### config.mk
export PLATFORM = sky130hd
export DESIGN_NAME = out_stage_pipe
export DESIGN_NICKNAME = d
export VERILOG_FILES = /design/src/rtl/out_stage_pipe_pkg.sv /design/src/rtl/out_stage_slot.sv /design/src/rtl/out_stage_pipe.sv
export SDC_FILE = /design/constraint.sdc
export NUM_CORES = 1
export LEC_CHECK = 0
export ABC_CLOCK_PERIOD_IN_PS = 1960
export CORE_MARGIN = 2
export CORE_UTILIZATION = 35
export DETAILED_ROUTE_END_ITERATION = 8
export MAX_ROUTING_LAYER = met4
export PLACE_DENSITY = 0.61
export SYNTH_ARGS = -nofsm -noshare
export SYNTH_HDL_FRONTEND = slang
export SYNTH_SLANG_ARGS = --single-unit
### constraint.sdc
create_clock -name clock -period 1.96 [get_ports clock]
set_clock_uncertainty 0.05 [all_clocks]
set_input_delay 0.588 -clock clock [delete_from_list [all_inputs] [get_ports clock]]
set_output_delay 0.588 -clock clock [all_outputs]
set_load 0.01 [all_outputs]
### src/rtl/out_stage_pipe_pkg.sv
// Shared definitions for the machine output stage: data type and elaboration limits.
package out_stage_pipe_pkg;

    localparam int OUT_DEPTH_MAX  = 4;
    localparam int OUT_CNT_W_DEF  = 16;
    localparam int OUT_DATA_W_DEF = 8;

    typedef logic [OUT_DATA_W_DEF-1:0] t_data;

endpackage

### src/rtl/out_stage_slot.sv
// One elastic stage: a valid/data register that reloads whenever it is empty or
// its current item is being taken downstream.
module out_stage_slot #(
    parameter int DATA_W = 8
) (
    input  logic              clock,
    input  logic              reset,
    input  logic              up_valid,
    input  logic [DATA_W-1:0] up_data,
    input  logic              dn_ready,
    output logic              valid,
    output logic [DATA_W-1:0] data,
    output logic              ready
);

    logic              valid_q, valid_d;
    logic [DATA_W-1:0] data_q,  data_d;

    always_comb begin
        ready   = !valid_q || dn_ready;
        valid_d = valid_q;
        data_d  = data_q;
        // data only moves on a real load, so an emptied stage keeps its last value
        if (ready) begin
            valid_d = up_valid;
            if (up_valid) data_d = up_data;
        end
    end

    always_ff @(posedge clock or posedge reset) begin
        if (reset) begin
            valid_q <= 1'b0;
            data_q  <= '0;
        end else begin
            valid_q <= valid_d;
            data_q  <= data_d;
        end
    end

    assign valid = valid_q;
    assign data  = data_q;

endmodule

### src/rtl/out_stage_pipe.sv
// Machine output stage: DEPTH elastic slots with a combinational ready chain,
// a fixed-delay stall sideband and a saturating blocked-cycle counter.
module out_stage_pipe
    import out_stage_pipe_pkg::*;
#(
    parameter int DATA_W = OUT_DATA_W_DEF,
    parameter int DEPTH  = 1,
    parameter int CNT_W  = OUT_CNT_W_DEF
) (
    input  logic              clock,
    input  logic              reset,
    input  logic              in_valid,
    input  logic [DATA_W-1:0] in_data,
    input  logic              in_stalled,
    output logic              in_ready,
    output logic              out_valid,
    output logic [DATA_W-1:0] out_data,
    input  logic              out_ready,
    output logic              out_stalled,
    output logic [CNT_W-1:0]  blk_cnt,
    input  logic              blk_clr
);

    if (DEPTH < 1 || DEPTH > OUT_DEPTH_MAX) begin : g_bad_depth
        $fatal(1, "out_stage_pipe: DEPTH must be within 1..OUT_DEPTH_MAX");
    end

    logic [DEPTH-1:0]             s_valid;
    logic [DEPTH-1:0]             s_ready;
    logic [DEPTH-1:0]             s_up_valid;
    logic [DEPTH-1:0]             s_dn_ready;
    logic [DEPTH-1:0][DATA_W-1:0] s_up_data;
    logic [DEPTH-1:0][DATA_W-1:0] s_data;

    for (genvar i = 0; i < DEPTH; i++) begin : g_slot
        if (i == 0) begin : g_head
            assign s_up_valid[i] = in_valid;
            assign s_up_data[i]  = in_data;
        end else begin : g_body
            assign s_up_valid[i] = s_valid[i-1];
            assign s_up_data[i]  = s_data[i-1];
        end
        if (i == DEPTH - 1) begin : g_tail
            assign s_dn_ready[i] = out_ready;
        end else begin : g_link
            assign s_dn_ready[i] = s_ready[i+1];
        end

        out_stage_slot #(.DATA_W(DATA_W)) u_slot (
            .clock    (clock),
            .reset    (reset),
            .up_valid (s_up_valid[i]),
            .up_data  (s_up_data[i]),
            .dn_ready (s_dn_ready[i]),
            .valid    (s_valid[i]),
            .data     (s_data[i]),
            .ready    (s_ready[i])
        );
    end

    // upstream sees not-ready for the whole time reset is held
    assign in_ready  = !reset && s_ready[0];
    assign out_valid = s_valid[DEPTH-1];
    assign out_data  = s_data[DEPTH-1];

    logic [DEPTH-1:0] stall_q, stall_d;
    logic [CNT_W-1:0] blk_q,   blk_d;

    always_comb begin
        stall_d    = stall_q;
        stall_d[0] = in_stalled;
        for (int i = 1; i < DEPTH; i++) stall_d[i] = stall_q[i-1];

        blk_d = blk_q;
        if (blk_clr)
            blk_d = '0;
        else if (out_valid && !out_ready && blk_q != {CNT_W{1'b1}})
            blk_d = blk_q + 1'b1;
    end

    always_ff @(posedge clock or posedge reset) begin
        if (reset) begin
            stall_q <= '0;
            blk_q   <= '0;
        end else begin
            stall_q <= stall_d;
            blk_q   <= blk_d;
        end
    end

    assign out_stalled = stall_q[DEPTH-1];
    assign blk_cnt     = blk_q;

endmodule
==> impl_metrics.tcl, run 1 <==
set metrics [dict create \
    syn_to_final_growth_pct 56.3 \
    synthCells 116 \
    drtPass1Iterations 4 \
    status "completed" \
    synth.largest_area_cell "dfrtp_1" \
    crit_required_ns 1.32 \
    ys_seq_area_share_pct 52.0 \
    wirelength_mm 2.92 \
    irDropWorstVdd_mv 0.357 \
    cap_viol_max_count 0 \
    antenna_found_initial 0 \
    tightest_slew_ns 0.377 \
    via_per_inst 4.85 \
    arrival_ns 1.27 \
    clock.fmax_ghz 0.524 \
    final_common_cell "clkdlybuf4s50_1" \
    p_per_area_mw_per_mm2 544 \
    diodes 0 \
    path_class "flop to output port" \
    slowest_delay_ns 0.54 \
    finalWeightedCongestion 0.870 \
    setup_viol 0 \
    synth_warnings 0 \
    timing.hold.ws_ns 0.470 \
    dpl.hpwl_mm 1.99 \
    reg2reg_depth 6 \
    place_area_mm2 0.00179 \
    grt_pass1_wl_mm 4.76 \
    cts_root_buf "clkbuf_4" \
    cp-end-kind "output port" \
    crit_slowest_cell "clkdlybuf4s50_1" \
    setup_tns_ns 0 \
    cp_max_fo 2 \
    max_slew_margin_pct 74.2 \
    final_cell_mix "clkdlybuf4s50_1, dfrtp_1, buf_4" \
    drive_above_1_share_pct 27.5 \
    startpoint_type "flop" \
    synth.avg_cell_area_um2 10.8 \
    grt_overflow 0 \
    drt_iter0_drc 58 \
    hold_buffers 0 \
    critical_path.top_delay_family "buffers and inverters" \
    clock_sinks 26 \
    hold_path_class "flop to flop" \
    die_h_um 63.8 \
    num-nets-final 198 \
    synthesis.nets 131 \
    rsz0062_at_grt "no" \
    final_antenna_net_count 0 \
    drc 0 \
    cts_buffers 3 \
    period_minus_slack_ns 1.91 \
    p_leak_nw 0.869 \
    synth_top_area_share_pct 52.0 \
    grt_max_degree 27 \
    hold_viol 0 \
    synth_cell_types 31 \
    synth_area_mm2 0.00125 \
    crit_chain "clkdlybuf4s50_1" \
    synth_seq_cells 26 \
    dieArea_mm2 0.00407 \
    finalMaxSlewViolations 0 \
    cts_tree "done" \
    start_util_pct 36.9 \
    holdPathStages 1 \
    fp.coreArea_mm2 0.00339 \
    fin_cells 228 \
    first_global_vias 1082 \
    dp_cells 209 \
    path_depth 1 \
    io_pins 41 \
    timing.final.crit_share_pct 97.3 \
    htreeDepth 1 \
    fp.dieW_um 63.8 \
    clk_latency_ns 0.33 \
    max-clock-path-buffers 2 \
    groute.usage.overall_pct 15.4 \
    clk_pin_slew_ns 0.14 \
    vias 1105 \
    fin_area_mm2 0.00196 \
    routedWlPerCell_um 12.8 \
    critPathBufInv 1 \
    port_buffers 40 \
    num_rows 21 \
    synthTopCellsByArea "dfrtp_1, mux2_2, nor2_1" \
]
==> worst reg2reg max path, delay by kind of cell, from the launching register on <==
family          cells  cell delay (ns)
buf+inv             1             0.12
simple gates        3             0.97
flops               1             0.38
compound gates      2             0.29
==> routing by layer <==
metal | part of all wire [%] | track usage [%] | routed length (um) | vias to the layer above
met4 | 1.3 | 5.43 | 38 | 0
li1 | - | - | - | 536
met1 | 44 | 17.6 | 1280 | 534
met2 | 51 | 27.2 | 1490 | 28
met5 | 0 | - | 0 | -
met3 | 3.8 | 2.64 | 111 | 7
==> sequential cells by signal, indices dropped and copies added (netlist names) <==
signal	cells
g_slot.u_slot.data	8
g_slot.u_slot.valid	1
blk_cnt	16
out_stalled	1
==> through the flow <==
stage,total power [W],util (%),worst slack (ns)
final,0.00106,57.7,0.0526
after global routing,0.00112,57.7,0.00679
after CTS,0.00108,57.0,0.00898
after detailed placement,0.000798,52.8,-0.553
after global placement,0.000794,52.8,-0.538
after floorplan,0.000672,-,0.00890
==> layout make-up <==
class	instances	area, um2
Inverter	1	3.75
Timing Repair Buffer	65	607
Fill cell	289	1430
Multi-Input combinational cell	86	597
Sequential cell	26	654
Tap cell	46	57.6
Clock buffer	4	36.3
==> kinds of logic after synthesis <==
logic type                 synth area share (%)
DFF                                        52.0
and+or+nand+nor                            22.0
adders and majority gates                  1.00
buffers and inverters                      1.80
AOI/OAI and AO/OA                          6.40
xor gates and xnor gates                   7.00
muxes                                      9.80
==> worst paths after layout <==
| path | from | end | slack (ns) |
|---|---|---|---|
| max | blk_cnt[8] | blk_cnt[8] | 0.05 |
| min | g_slot[0].u_slot.data[6] | g_slot[0].u_slot.data[6] | 0.47 |
| max reg2reg | blk_cnt[1] | blk_cnt[15] | 0.09 |
| min reg2reg | g_slot[0].u_slot.data[6] | g_slot[0].u_slot.data[6] | 0.47 |
| max in group asynchronous | reset | blk_cnt[8] | 1.01 |
| min in group asynchronous | reset | blk_cnt[0] | 0.57 |
==> synthesized netlist by cell type <==
cell        n
dfrtp_1    26
nor2_1     17
nand2_1    11
mux2_2     10
xnor2_1     7
a21oi_1     3
nand3_1     3
nand4_1     3
nor2b_1     3
nor4_1      3
xor2_1      3
a211oi_1    2
clkbuf_1    2
nand2b_1    2
nor3_1      2
o21ai_0     2
or2_2       2
or4_1       2
a2111oi_0   1
a21o_1      1
and2b_1     1
buf_6       1
ha_1        1
inv_1       1
mux2i_1     1
nand2b_4    1
nor4_4      1
o211ai_1    1
o21ai_2     1
o31ai_1     1
or3_1       1
==> report_power, final <==
group	total, W	switching, W	internal (W)
logic	0.000203	0.0000778	0.000125
registers	0.000581	0.0000147	0.000567
clock network	0.000279	0.000166	0.000114
==> repair_timing <==
item	CTS	global route
pin swaps	1	2
setup endpoints to repair	19	8
buffers inserted	15	0
resized for setup	12	6
cloned	0	0
No activity file was read; power rests on OpenSTA's default activity.
==> inputs of run 2 (changes only) <==
MAX_ROUTING_LAYER = not set   (was met4)
==> impl_metrics.tcl, run 2 (synthesis results as in run 1) <==
set metrics [dict create \
    cts_root_buf "clkbuf_4" \
    critPathBufInv 1 \
    final_antenna_net_count 0 \
    cp-end-kind "output port" \
    p_total_w 0.00106 \
    clock.fmax_ghz 0.524 \
    routedWlPerCell_um 12.8 \
    gr-max-usage-layer "met2" \
    cts_tree "done" \
    cap_viol_max_count 0 \
    period_minus_slack_ns 1.91 \
    hold_buffers 0 \
    max_slew_margin_pct 74.2 \
    max-clock-path-buffers 2 \
    hold_path_class "flop to flop" \
    port_buffers 40 \
    io_pins 41 \
    finalMaxSlewViolations 0 \
    grt_use_met2_pct 27.2 \
    grt_max_degree 27 \
    grt_pass1_wl_mm 4.76 \
    clk_pin_slew_ns 0.14 \
    hold_viol 0 \
    setup_viol 0 \
    drc 0 \
    met3_usage_pct 2.99 \
    tightest_slew_ns 0.377 \
    fill_cells 289 \
    irDropWorstVdd_mv 0.357 \
    rsz0062_at_grt "no" \
    drt_iter0_drc 58 \
    largest_register_ffs 16 \
    crit_required_ns 1.32 \
    fp.coreArea_mm2 0.00339 \
    via_per_inst 4.85 \
    die_h_um 63.8 \
    start_util_pct 36.9 \
    p_per_area_mw_per_mm2 544 \
    drive_above_1_share_pct 27.5 \
    num-nets-final 198 \
    vias 1105 \
    antenna_found_initial 0 \
    startpoint_type "flop" \
    dieArea_mm2 0.00407 \
    htreeDepth 1 \
    diodes 0 \
    finalWeightedCongestion 0.856 \
    grtUsageMet1_pct 17.4 \
    status "completed" \
    groute.usage.overall_pct 15.0 \
    drtPass1Iterations 4 \
    fp.dieW_um 63.8 \
    first_global_vias 1082 \
    final_cell_mix "clkdlybuf4s50_1, dfrtp_1, buf_4" \
    cp_max_fo 2 \
    timing.final.crit_share_pct 97.3 \
    cts_buffers 3 \
    grt_overflow 0 \
    wirelength_mm 2.92 \
    num_rows 21 \
    syn_to_final_growth_pct 56.3 \
    dpl.hpwl_mm 1.99 \
    final_common_cell "clkdlybuf4s50_1" \
    clk_latency_ns 0.33 \
    arrival_ns 1.27 \
    crit_chain "clkdlybuf4s50_1" \
    timing.hold.ws_ns 0.470 \
    path_class "flop to output port" \
    slowest_delay_ns 0.54 \
    clock_sinks 26 \
    critical_path.top_delay_family "buffers and inverters" \
    crit_slowest_cell "clkdlybuf4s50_1" \
    p_leak_nw 0.869 \
]
-- run 2: stage by stage --
stage,area (um2),instances,util [%],setup slack [ns],TNS [ns]
detailed placement,1790,209,52.8,-0.553,-3.72
floorplan,1250,116,-,0.00890,0
global route,1960,228,57.7,0.00679,0
global placement,1790,209,52.8,-0.538,-3.43
finish,1960,228,57.7,0.0525,0
CTS,1930,228,57.0,0.00898,0
-- run 2: layer usage --
| metal | up-vias | part of all wire (%) |
|---|---|---|
| li1 | 536 | - |
| met1 | 534 | 43 |
| met3 | 7 | 4.3 |
| met5 | - | 0 |
| met4 | 0 | 1.3 |
| met2 | 28 | 51 |
-- run 2: worst paths after layout --
check	start	to	slack, ns	depth (start not counted)
max	blk_cnt[8]	blk_cnt[8]	0.05	1
min	g_slot[0].u_slot.data[6]	g_slot[0].u_slot.data[6]	0.47	1
max reg2reg	blk_cnt[1]	blk_cnt[15]	0.09	6
min reg2reg	g_slot[0].u_slot.data[6]	g_slot[0].u_slot.data[6]	0.47	1
max in group asynchronous	reset	blk_cnt[8]	1.01	3
min in group asynchronous	reset	blk_cnt[0]	0.57	3
-- run 2: where the power goes --
part	total, W	internal (W)	switching (W)
clock network	0.000279	0.000114	0.000166
registers	0.000581	0.000567	0.0000147
logic	0.000203	0.000125	0.0000779
-- run 2: area by class of cell --
type	count	area (um2)	share of cell area [%]
multi-input cells	86	597	30.5
well taps	46	57.6	2.94
repair buffers	65	607	31.0
flip-flops and latches	26	654	33.5
clock buffers	4	36.3	1.86
inverters	1	3.75	0.192
-- run 2: repair_timing --
| action | in CTS | in global routing |
|---|---|---|
| setup endpoints to repair | 19 | 8 |
| pin swaps | 1 | 2 |
| buffers inserted | 15 | 0 |
| gates resized for setup | 12 | 6 |
==> inputs of run 3 (changes only) <==
CORE_ASPECT_RATIO = 1.4   (was not set)
==> impl_metrics.tcl, run 3 (synthesis results as in run 1) <==
set metrics [dict create \
    via_per_inst 5.09 \
    path_class "flop to output port" \
    syn_to_final_growth_pct 50.7 \
    vias 1074 \
    clk_latency_ns 0.28 \
    r2r_setup_slack_ns 0.07 \
    final_common_cell "clkdlybuf4s50_1" \
    drive_above_1_share_pct 24.6 \
    final_cell_mix "clkdlybuf4s50_1, dfrtp_1, nor2_1" \
    routedWlPerCell_um 13.7 \
    cp_max_fo 6 \
    antenna_found_initial 0 \
    critPathBufInv 1 \
    period_minus_slack_ns 1.92 \
    path_depth 1 \
    num-nets-final 187 \
    drtPass1Iterations 4 \
    hold_viol 0 \
    slowest_delay_ns 0.57 \
    first_global_vias 1049 \
    grt_overflow 0 \
    critPathLaunch "blk_cnt[9]" \
    pwr-share-comb_pct 15.8 \
    htreeDepth 1 \
    cts_buffers 3 \
    fp.dieW_um 54.5 \
    irDropWorstVdd_mv 0.446 \
    drc 0 \
    cts_root_buf "clkbuf_8" \
    groute.usage.overall_pct 15.5 \
    clock.fmax_ghz 0.521 \
    diodes 0 \
    p_sw_w 0.000270 \
    endpoint "blk_cnt[9]" \
    start_util_pct 36.7 \
    finalMaxSlewViolations 0 \
    hold_path_class "flop to flop" \
    timing.final.crit_share_pct 98.0 \
    grt_max_degree 18 \
    crit_required_ns 1.32 \
    fp.coreArea_mm2 0.00341 \
    setup_viol 0 \
    fin_area_mm2 0.00189 \
    clk_pin_slew_ns 0.09 \
    p_seq_share_pct 47.4 \
    p_total_w 0.00123 \
    status "completed" \
    hold_buffers 0 \
    dieArea_mm2 0.00408 \
    grt_pass1_wl_mm 4.65 \
    finalWeightedCongestion 0.802 \
    p_leak_nw 0.764 \
    dpl.hpwl_mm 2.23 \
    fill_cells 320 \
    num_rows 25 \
    reg2reg_depth 7 \
    critical_path.top_delay_family "buffers and inverters" \
    io_pins 41 \
    place_area_mm2 0.00177 \
    crit_chain "clkdlybuf4s50_1" \
    drt_iter0_drc 27 \
    arrival_ns 1.28 \
    wirelength_mm 2.88 \
    startpoint_type "flop" \
    cts_tree "done" \
    crit_slowest_cell "clkdlybuf4s50_1" \
    largest_register_ffs 16 \
    die_h_um 74.7 \
    tightest_slew_ns 0.519 \
    port_buffers 40 \
    cap_viol_max_count 0 \
    switching_share_pct 22.0 \
    cp-end-kind "output port" \
    reg2reg_from "blk_cnt[0]" \
    final_antenna_net_count 0 \
    max-clock-path-buffers 2 \
    r2r-end "blk_cnt[9]" \
    p_per_area_mw_per_mm2 652 \
    max_slew_margin_pct 65.3 \
    p_int_w 0.000959 \
    clock_sinks 26 \
    pwr-share-clk_pct 36.7 \
]
[run 3: worst min path at each step]
| stage | startpoint | cells after the start | end |
|---|---|---|---|
| after floorplan | g_slot[0].u_slot.data[0] | 1 | g_slot[0].u_slot.data[0] |
| after global placement | g_slot[0].u_slot.data[6] | 1 | g_slot[0].u_slot.data[6] |
| after detailed placement | g_slot[0].u_slot.data[1] | 1 | g_slot[0].u_slot.data[1] |
| after CTS | g_slot[0].u_slot.data[1] | 1 | g_slot[0].u_slot.data[1] |
| after global routing | g_slot[0].u_slot.data[4] | 1 | g_slot[0].u_slot.data[4] |
| final | g_slot[0].u_slot.data[1] | 1 | g_slot[0].u_slot.data[1] |
[run 3: metrics by stage]
step / setup slack [ns] / hold WS, ns / setup TNS (ns) / instances / util, %
2_1_floorplan: 0.00890 / 0.500 / 0 / 116 / -
3_3_place_gp: -0.540 / 0.439 / -3.53 / 205 / 52.0
3_5_place_dp: -0.565 / 0.445 / -3.88 / 205 / 52.0
4_1_cts: 0.0144 / 0.467 / 0 / 209 / 54.1
5_1_grt: -0.00860 / 0.482 / -0.0274 / 211 / 55.3
6_report: 0.0398 / 0.459 / 0 / 211 / 55.3
[run 3: power groups by stage]
stage                     combinational (W)  sequential (W)  clock (W)
after global placement             0.000199        0.000592          0
final                              0.000194        0.000583   0.000451
after CTS                          0.000199        0.000583   0.000460
after global routing               0.000212        0.000587   0.000481
after detailed placement           0.000202        0.000594          0
after floorplan                   0.0000628        0.000609          0
[run 3: per-layer routing]
layer / part of all wire [%] / GRT usage [%] / routed length [um]
met1: 40 / 19.5 / 1160
met3: 4.6 / 2.18 / 132
met2: 53 / 26.4 / 1530
met5: 0 / 0 / 0
met4: 1.8 / 5.83 / 53
[run 3: cell type report]
cell class | instances | area, um2 | area share, %
flip-flops and latches | 26 | 657 | 34.8
well taps | 40 | 50.0 | 2.65
clock buffers | 3 | 41.3 | 2.19
repair buffers | 54 | 500 | 26.5
multi-input cells | 86 | 603 | 32.0
clock inverters | 1 | 30.0 | 1.59
inverters | 1 | 3.75 | 0.199
[run 3: timing repair]
item,in CTS,in global routing
setup buffers,0,2
endpoints found under the setup margin,6,9
pin swaps,1,2
gates resized for setup,7,9
